### config.mk
export PLATFORM = sky130hd
export DESIGN_NAME = slave_port
export DESIGN_NICKNAME = d
export VERILOG_FILES = /design/src/rtl/bus_pkg.sv /design/src/rtl/bus_shift_reg.sv /design/src/rtl/slave_port.sv
export SDC_FILE = /design/constraint.sdc
export NUM_CORES = 1
export LEC_CHECK = 0
export ABC_AREA = 1
export CORE_ASPECT_RATIO = 0.75
export CORE_MARGIN = 2
export CORE_UTILIZATION = 40
export CTS_CLUSTER_SIZE = 40
export DETAILED_ROUTE_END_ITERATION = 8
export PLACE_DENSITY_LB_ADDON = 0.1
export SETUP_SLACK_MARGIN = 0.5
export SLEW_MARGIN = 20
export SYNTH_ARGS = -nofsm -noshare
export SYNTH_HDL_FRONTEND = slang
export SYNTH_SLANG_ARGS = --single-unit
### constraint.sdc
create_clock -name clk -period 2.35 [get_ports clk]
set_clock_uncertainty 0.05 [all_clocks]
set_input_delay 0.3525 -clock clk [delete_from_list [all_inputs] [get_ports clk]]
set_output_delay 0.3525 -clock clk [all_outputs]
set_load 0.02 [all_outputs]
### src/rtl/bus_pkg.sv
// Shared bus constants for the serial system bus.
// Address/data widths and transfer-direction encodings.
package bus_pkg;
  localparam int   BUS_ADDR_W = 16;
  localparam int   BUS_DATA_W = 8;
  localparam logic MODE_WRITE = 1'b1;
  localparam logic MODE_READ  = 1'b0;
endpackage

### src/rtl/bus_shift_reg.sv
// MSB-first SIPO/PISO shift register with a beat counter.
// The counter wraps after W beats; clr restarts it, counting a same-cycle shift.
module bus_shift_reg #(
  parameter int W = 8,
  localparam int CW = $clog2(W)
) (
  input  logic          clk,
  input  logic          rstn,
  input  logic          clr,
  input  logic          load,
  input  logic [W-1:0]  din,
  input  logic          shift,
  input  logic          sin,
  output logic [W-1:0]  q,
  output logic [CW-1:0] cnt
);

  // Parallel load wins; otherwise shift left and count beats.
  always_ff @(posedge clk or negedge rstn) begin
    if (!rstn) begin
      q   <= '0;
      cnt <= '0;
    end else if (load) begin
      q   <= din;
      cnt <= '0;
    end else begin
      if (shift) q <= {q[W-2:0], sin};
      cnt <= (clr ? '0 : cnt) + CW'(shift);
    end
  end

endmodule

### src/rtl/slave_port.sv
// Serial bus slave endpoint: address decode, local write/read strobes.
// Deserialises writes into s_wr_en; serialises local reads back on rd_bus.
module slave_port
  import bus_pkg::*;
#(
  parameter int                DEV_W      = 4,
  parameter logic [DEV_W-1:0]  DEVICE_ID  = 'h1,
  parameter int                RD_LATENCY = 1,
  parameter int                TIMEOUT    = 64
) (
  input  logic                        clk,
  input  logic                        rstn,
  input  logic                        mode,
  input  logic                        wr_bus,
  input  logic                        master_valid,
  output logic                        slave_ready,
  output logic                        rd_bus,
  output logic                        slave_valid,
  input  logic                        master_ready,
  output logic                        ack,
  output logic [BUS_ADDR_W-DEV_W-1:0] s_addr,
  output logic [BUS_DATA_W-1:0]       s_wr_data,
  output logic                        s_wr_en,
  output logic                        s_rd_en,
  input  logic [BUS_DATA_W-1:0]       s_rd_data
);

  localparam int AW  = BUS_ADDR_W - DEV_W;
  localparam int ACW = $clog2(BUS_ADDR_W);
  localparam int DCW = $clog2(BUS_DATA_W);
  localparam int TW  = $clog2(TIMEOUT);

  typedef enum logic [3:0] {
    S_IDLE, S_DEV, S_ADDR, S_WR_DATA, S_WRITE,
    S_RD_REQ, S_RD_WAIT, S_RD_DATA, S_SKIP
  } state_t;

  state_t st;
  logic   mode_q;
  logic [TW-1:0] to_cnt;
  logic [1:0]    lat_cnt;

  logic in_beat, out_beat;
  logic [BUS_ADDR_W-1:0] addr_q;
  logic [ACW-1:0]        addr_cnt;
  logic [DCW-1:0]        wdat_cnt;
  logic [DCW-1:0]        rdat_cnt;
  logic                  rd_msb;
  logic [BUS_DATA_W-2:0] rd_unused;

  logic addr_shift, wdat_shift, rd_cap;
  logic dev_done, dev_hit, addr_done, wdat_done, rd_done;
  logic active, abort;

  assign in_beat  = master_valid & slave_ready;
  assign out_beat = slave_valid & master_ready;

  assign addr_shift = in_beat &&
    (st == S_IDLE || st == S_DEV || st == S_ADDR);
  assign wdat_shift = in_beat && st == S_WR_DATA;
  assign rd_cap = st == S_RD_WAIT &&
    lat_cnt == 2'(RD_LATENCY - 1);

  assign dev_done  = in_beat && addr_cnt == ACW'(DEV_W - 1);
  assign dev_hit   = {addr_q[DEV_W-2:0], wr_bus} == DEVICE_ID;
  assign addr_done = in_beat && addr_cnt == ACW'(BUS_ADDR_W - 1);
  assign wdat_done = in_beat && wdat_cnt == DCW'(BUS_DATA_W - 1);
  assign rd_done   = out_beat && rdat_cnt == DCW'(BUS_DATA_W - 1);

  assign active = st == S_DEV || st == S_ADDR || st == S_WR_DATA;
  assign abort  = active && !in_beat && to_cnt == TW'(TIMEOUT - 1);

  assign s_addr = addr_q[AW-1:0];
  assign rd_bus = slave_valid & rd_msb;

  bus_shift_reg #(.W(BUS_ADDR_W)) u_addr (
    .clk   (clk),
    .rstn  (rstn),
    .clr   (st == S_IDLE),
    .load  (1'b0),
    .din   ('0),
    .shift (addr_shift),
    .sin   (wr_bus),
    .q     (addr_q),
    .cnt   (addr_cnt)
  );

  bus_shift_reg #(.W(BUS_DATA_W)) u_wdat (
    .clk   (clk),
    .rstn  (rstn),
    .clr   (st == S_IDLE),
    .load  (1'b0),
    .din   ('0),
    .shift (wdat_shift),
    .sin   (wr_bus),
    .q     (s_wr_data),
    .cnt   (wdat_cnt)
  );

  bus_shift_reg #(.W(BUS_DATA_W)) u_rdat (
    .clk   (clk),
    .rstn  (rstn),
    .clr   (1'b0),
    .load  (rd_cap),
    .din   (s_rd_data),
    .shift (out_beat),
    .sin   (1'b0),
    .q     ({rd_msb, rd_unused}),
    .cnt   (rdat_cnt)
  );

  // Transaction FSM with registered handshake, ack and strobes.
  always_ff @(posedge clk or negedge rstn) begin
    if (!rstn) begin
      st          <= S_IDLE;
      mode_q      <= MODE_READ;
      ack         <= 1'b0;
      s_wr_en     <= 1'b0;
      s_rd_en     <= 1'b0;
      slave_valid <= 1'b0;
      slave_ready <= 1'b1;
      to_cnt      <= '0;
      lat_cnt     <= '0;
    end else begin
      s_wr_en <= 1'b0;
      s_rd_en <= 1'b0;
      if (active && !in_beat) to_cnt <= to_cnt + TW'(1);
      else                    to_cnt <= '0;
      if (abort) begin
        st          <= S_IDLE;
        ack         <= 1'b0;
        slave_ready <= 1'b1;
      end else begin
        unique case (st)
          S_IDLE: begin
            if (in_beat) begin
              mode_q <= mode;
              st     <= S_DEV;
            end
          end
          S_DEV: begin
            if (dev_done) begin
              if (dev_hit) begin
                ack <= 1'b1;
                st  <= S_ADDR;
              end else begin
                st  <= S_SKIP;
              end
            end
          end
          S_ADDR: begin
            if (addr_done) begin
              if (mode_q == MODE_WRITE) begin
                st <= S_WR_DATA;
              end else begin
                st          <= S_RD_REQ;
                s_rd_en     <= 1'b1;
                slave_ready <= 1'b0;
              end
            end
          end
          S_WR_DATA: begin
            if (wdat_done) begin
              st          <= S_WRITE;
              s_wr_en     <= 1'b1;
              slave_ready <= 1'b0;
            end
          end
          S_WRITE: begin
            st          <= S_IDLE;
            ack         <= 1'b0;
            slave_ready <= 1'b1;
          end
          S_RD_REQ: begin
            lat_cnt <= '0;
            st      <= S_RD_WAIT;
          end
          S_RD_WAIT: begin
            if (rd_cap) begin
              st          <= S_RD_DATA;
              slave_valid <= 1'b1;
            end else begin
              lat_cnt <= lat_cnt + 2'd1;
            end
          end
          S_RD_DATA: begin
            if (rd_done) begin
              st          <= S_IDLE;
              slave_valid <= 1'b0;
              ack         <= 1'b0;
              slave_ready <= 1'b1;
            end
          end
          S_SKIP: begin
            if (!master_valid) st <= S_IDLE;
          end
          default: st <= S_IDLE;
        endcase
      end
    end
  end

endmodule

* Word level (Yosys, flattened, before mapping)
Index checks and enable logic that the tools add are counted.
Operators by class: reductions and logical operators 27, add/sub/neg operators 5, bitwise logic cells 4, multipliers 0, multiplexer cells 39, order comparisons 0, eq/ne operators 26, shift-type cells 0, div/mod/pow operators 0
Operator list (count):
- $mux 4 | 10
- $pmux 4 s8 | 1
- $ne 3x3->1 const B | 9
- $mux 1 | 17
- $eq 4x3->1 const B | 4
- $mux 8 | 2
- $eq 4x2->1 const B | 3
- $logic_and 1x1->1 | 9
- $mux 3 | 3
- $eq 4x1->1 const B | 2
- $eq 4x4->1 const B | 2
- $reduce_and 4->1 | 2
- $reduce_and 7->1 | 1
- $add 3x1->3 | 2
- $add 6x1->6 const B | 1
- $eq 3x3->1 const B | 2
- $eq 6x6->1 const B | 1
- $mux 6 | 1
- $ne 2x2->1 const B | 3
- $reduce_and 3->1 | 2
- $reduce_bool 2->1 | 3
- $reduce_and 5->1 | 1
- $reduce_bool 5->1 | 1
- $add 4x1->4 | 1
- 13 further kinds | 18
Word-level totals: RAM bits 0, logic and storage cells 116, latch bits 0, memories kept 0, output and inout bits 26, bits of input ports 14, ROM bits 0, flip-flop bits (word level) 56

* Depth between registers and ports, before layout
word-level depth 7, mapped depth 9, gate-level depth less buffers 9

* By module
A second synthesis with hierarchy kept.
Second synthesis, totals: cells, all modules 404, area total of the unflattened synthesis 3343.2 um^2
Modules (own cells, without submodules):
- slave_port | cells an instance 166, area each 1168.6 um^2, times used 1, seq. area each 451.7 um^2
- bus_shift_reg at u_rdat ... | cells an instance 62, area each 583.1 um^2, times used 2, seq. area each 275.3 um^2
- bus_shift_reg at u_addr | cells an instance 114, area each 1008.5 um^2, times used 1, seq. area each 500.5 um^2

* Least setup slack after synthesis
Ideal clock, no wire load.
path kind register -> register, from reg slave_ready, to reg u_addr.cnt[3], path buffers 1, path slack 0.471 ns, data arrival time 1.706 ns, period minus slack after synthesis 1.879 ns, cell stages (with the launch flop) 8, path through dfstp_2 > nand2_2 > nor3_4 > buf_2 > ha_1 > nand3_1 > o21ai_0 > a21oi_1
On the way: word-level cells in the longest chain between the ends 3
RTL lines:
- from (decl) | RTL line slave_port.sv:16 | output logic slave_ready,
- from (signal assigned) | RTL line slave_port.sv:121 | slave_ready <= 1'b1;
- from (signal assigned) | RTL line slave_port.sv:132 | slave_ready <= 1'b1;
- from (signal assigned) | RTL line slave_port.sv:158 | slave_ready <= 1'b0;
- $and 1x1->1 | RTL line slave_port.sv:55 | assign in_beat = master_valid & slave_ready;
- $logic_and 1x1->1 | RTL line slave_port.sv:58 | assign addr_shift = in_beat &&
- via addr_shift | RTL line slave_port.sv:51 | logic addr_shift, wdat_shift, rd_cap;
- $add 4x1->4 | RTL line bus_shift_reg.sv:28 | cnt <= (clr ? '0 : cnt) + CW'(shift);
- to (signal assigned) | RTL line bus_shift_reg.sv:28
- to (decl) | RTL line bus_shift_reg.sv:15 | output logic [CW-1:0] cnt
The timed path passes the listed nets, and every way through them passes these cells. A chain may end at the register's enable or synchronous reset.

* Final worst setup path
from reg slave_valid, to out slave_valid
RTL lines:
- from (decl) | RTL line slave_port.sv:18 | output logic slave_valid,
- from (signal assigned) | RTL line slave_port.sv:120 | slave_valid <= 1'b0;
- from (signal assigned) | RTL line slave_port.sv:181 | slave_valid <= 1'b1;
- from (signal assigned) | RTL line slave_port.sv:189 | slave_valid <= 1'b0;
No word-level cell between the ends.

==> flow_summary.json <==
{
  "cts-root-buf": "clkbuf_8",
  "worstMarginPinSlew_ns": 0.351,
  "dp_hpwl_mm": 3.96,
  "post-cts-setup-buffers": 0,
  "regToRegEndpoint": "st[1]",
  "hold_class": "flip-flop to flip-flop",
  "drive_gt1_share_pct": 10.2,
  "power_mw": 1.57,
  "clk_latency_ns": 0.30,
  "syn-num-nets": 346,
  "grt_max_degree": 57,
  "synth_largest_area_cell": "dfrtp_1",
  "finish.instance_area_sq_um": 3320,
  "die_y_microns": 75.2,
  "grt_pass1_wl_mm": 9.28,
  "area_delta_synth_final_pct": 23.1,
  "gp_congestion": 0.892,
  "fp.dieW_microns": 98.9,
  "synth_area_sq_um": 2700,
  "cp_max_fo": 4,
  "power_density_nw_per_um2": 473,
  "rr_startpoint": "slave_ready",
  "fin_setup_tns_ns": 0,
  "drv_cap": 0,
  "start_kind": "flip-flop",
  "endpoint_kind": "output port",
  "vias_per_cell": 4.73,
  "cellLeakagePower_nw": 1.71,
  "place_inst": 445,
  "cpPeakStageDelay_ns": 0.63,
  "min_period_ns": 1.75,
  "ys_ff_latch": 56,
  "cts_buffers": 5,
  "setup_ws_ns": 0.596,
  "antenna_found_initial": 0,
  "max_freq_mhz": 570,
  "async_flop_share_pct": 100,
  "antenna_left": 0,
  "crit_required_ns": 1.95,
  "tritoncts": "built",
  "setup_viol": 0,
  "syn_avg_cell_area_sq_um": 8.33,
  "grt_pass1_vias": 1922,
  "coreArea_sq_um": 6410,
  "min_to": "to_cnt[0]",
  "post_dp_cell_area_sq_um": 3210,
  "track_usage_pct": 15.7,
  "crit_slowest_cell": "clkdlybuf4s50_1",
  "regToRegSetupSlack_ns": 0.62,
  "final_nets": 394,
  "ys_warn_count": 0,
  "fin_crit_sh_pct": 74.7,
  "synth_common_cells": "nand2_1, dfrtp_1, nand3_1, nor2_1, inv_1",
  "rsz0062_at_grt": "false",
  "synth_edf_count": 0,
  "yosysUniqueCellTypes": 29,
  "drt_iter0_markers": 133,
  "drc": 0,
  "path_cells": "clkdlybuf4s50_1",
  "yosys-top-cells-area": "dfrtp_1, nand2_1, nand3_1",
  "crit_family": "buffers and inverters",
  "firstDrtPassIters": 4,
  "io_buffers": 39,
  "hp-start": "to_cnt[0]",
  "routed_wl_mm": 5.43,
  "hold_viol_final": 0,
  "h-tree-depth": 2,
  "row_count": 25,
  "holdWs_ns": 0.410,
  "irDropWorstVdd_v": 0.000228,
  "vias": 2148,
  "path_clk_slew_ns": 0.10,
  "maxSlewHeadroom_pct": 76.5,
  "clockBufferDepth": 2,
  "wl_per_cell_microns": 11.9,
  "cts_num_sinks": 56,
  "antenna_cells": 0,
  "yosysMostFrequentCell": "nand2_1",
  "detailedPlace.worstSlack_ns": 0.339,
  "r2r_cells": 9,
  "num_io_pins": 40,
  "syn_inst": 324,
  "utilization_pct": 51.8,
  "die_area_sq_um": 7430,
  "worstPathArrival_ns": 1.35,
  "final-max-slew-violation-count": 0,
  "yosysSeqAreaShare_pct": 51.9,
  "synth_ff_type": "dfrtp_1",
  "start_util_pct": 42.1,
  "yosysTopAreaCellShare_pct": 51.0,
  "holdPathStages": 1,
  "critPathBufInv": 1,
  "grt_overflow_total": 0,
  "fin_cells": 454,
  "status": "finished clean",
  "crit_type": "flip-flop to output port"
}
[power by group]
part,total (mW),switching (mW),internal (mW)
clock,0.561,0.319,0.242
sequential,0.964,0.000472,0.964
combinational,0.0468,0.0234,0.0234
total,1.57,0.343,1.23
[how the worst max path moves through the flow]
stage                 startpoint             to  slack, ns  cells after the start
floorplan            slave_ready  u_addr.cnt[3]       0.54                      7
global placement    master_valid          st[0]       0.40                     10
detailed placement  master_valid          st[1]       0.34                     10
CTS                  slave_valid    slave_valid       0.58                      1
global route         slave_ready          st[1]       0.49                      9
finish               slave_valid    slave_valid       0.60                      1
[cell usage in the layout, fill, tap and decap left out, drive strengths merged]
cell / count
a21oi: 7
a31oi: 1
buf: 4
clkbuf: 6
clkdlybuf4s50: 36
clkinv: 1
dfrtp: 55
dfstp: 1
dlygate4sd2: 2
dlygate4sd3: 1
ha: 8
inv: 40
mux2i: 1
nand2: 104
nand3: 35
nand3b: 2
nand4: 2
nor2: 40
nor3: 3
o21ai: 19
or2: 1
xnor2: 2
xor2: 2
[cells by family (layout without fill, tap and decap cells)]
group	count (synthesis)	after routing	share of synthesized area, %
AOI/OAI and AO/OA	27	27	5.61
xor gates and xnor gates	4	4	1.30
adders and majority gates	8	8	3.71
buffers and inverters	41	90	5.79
DFF	56	56	51.9
muxes	1	1	0.371
and+or+nand+nor	187	187	31.3
[flip-flops by register name, summed over array words and instances, names as in the netlist]
| signal | count |
|---|---|
| u_wdat.cnt | 3 |
| s_rd_en | 1 |
| u_addr.cnt | 4 |
| u_rdat.q | 8 |
| ack | 1 |
| s_wr_en | 1 |
| u_wdat.q | 8 |
| slave_valid | 1 |
| slave_ready | 1 |
| st | 4 |
| to_cnt | 6 |
| u_addr.q | 12 |
| u_rdat.cnt | 3 |
| lat_cnt | 2 |
| mode_q | 1 |
[worst reg2reg max path: cells and delay by family (launching register included)]
family | cells | cell delay, ns
AND/OR/NAND/NOR | 7 | 0.67
buffers and inverters | 1 | 0.16
AO/OA/AOI/OAI | 1 | 0.21
flip-flops | 1 | 0.56
[routing by layer]
| layer | global-route usage (%) | share of wire [%] | up-vias |
|---|---|---|---|
| met4 | 3.65 | 1.2 | 0 |
| met3 | 3.16 | 4.9 | 7 |
| met5 | 0 | 0 | - |
| li1 | - | - | 1118 |
| met1 | 26.1 | 57 | 976 |
| met2 | 20.3 | 37 | 47 |
[area by class of cell]
cell class / instances / area [sq um]
clock inverter: 2 / 13.8
fill: 606 / 3090
multi-input combinational: 227 / 1150
inverter: 39 / 146
tap: 81 / 101
clock buffer: 6 / 82.6
timing repair buffer: 43 / 428
sequential: 56 / 1400
[what timing repair did]
| item | CTS | global route |
|---|---|---|
| endpoints found under the setup margin | 2 | 1 |
| resized for setup | 2 | 1 |
| hold buffers | 1 | 0 |
| endpoints found under the hold margin | 43 | 0 |
(Power assumes the default switching activity.)
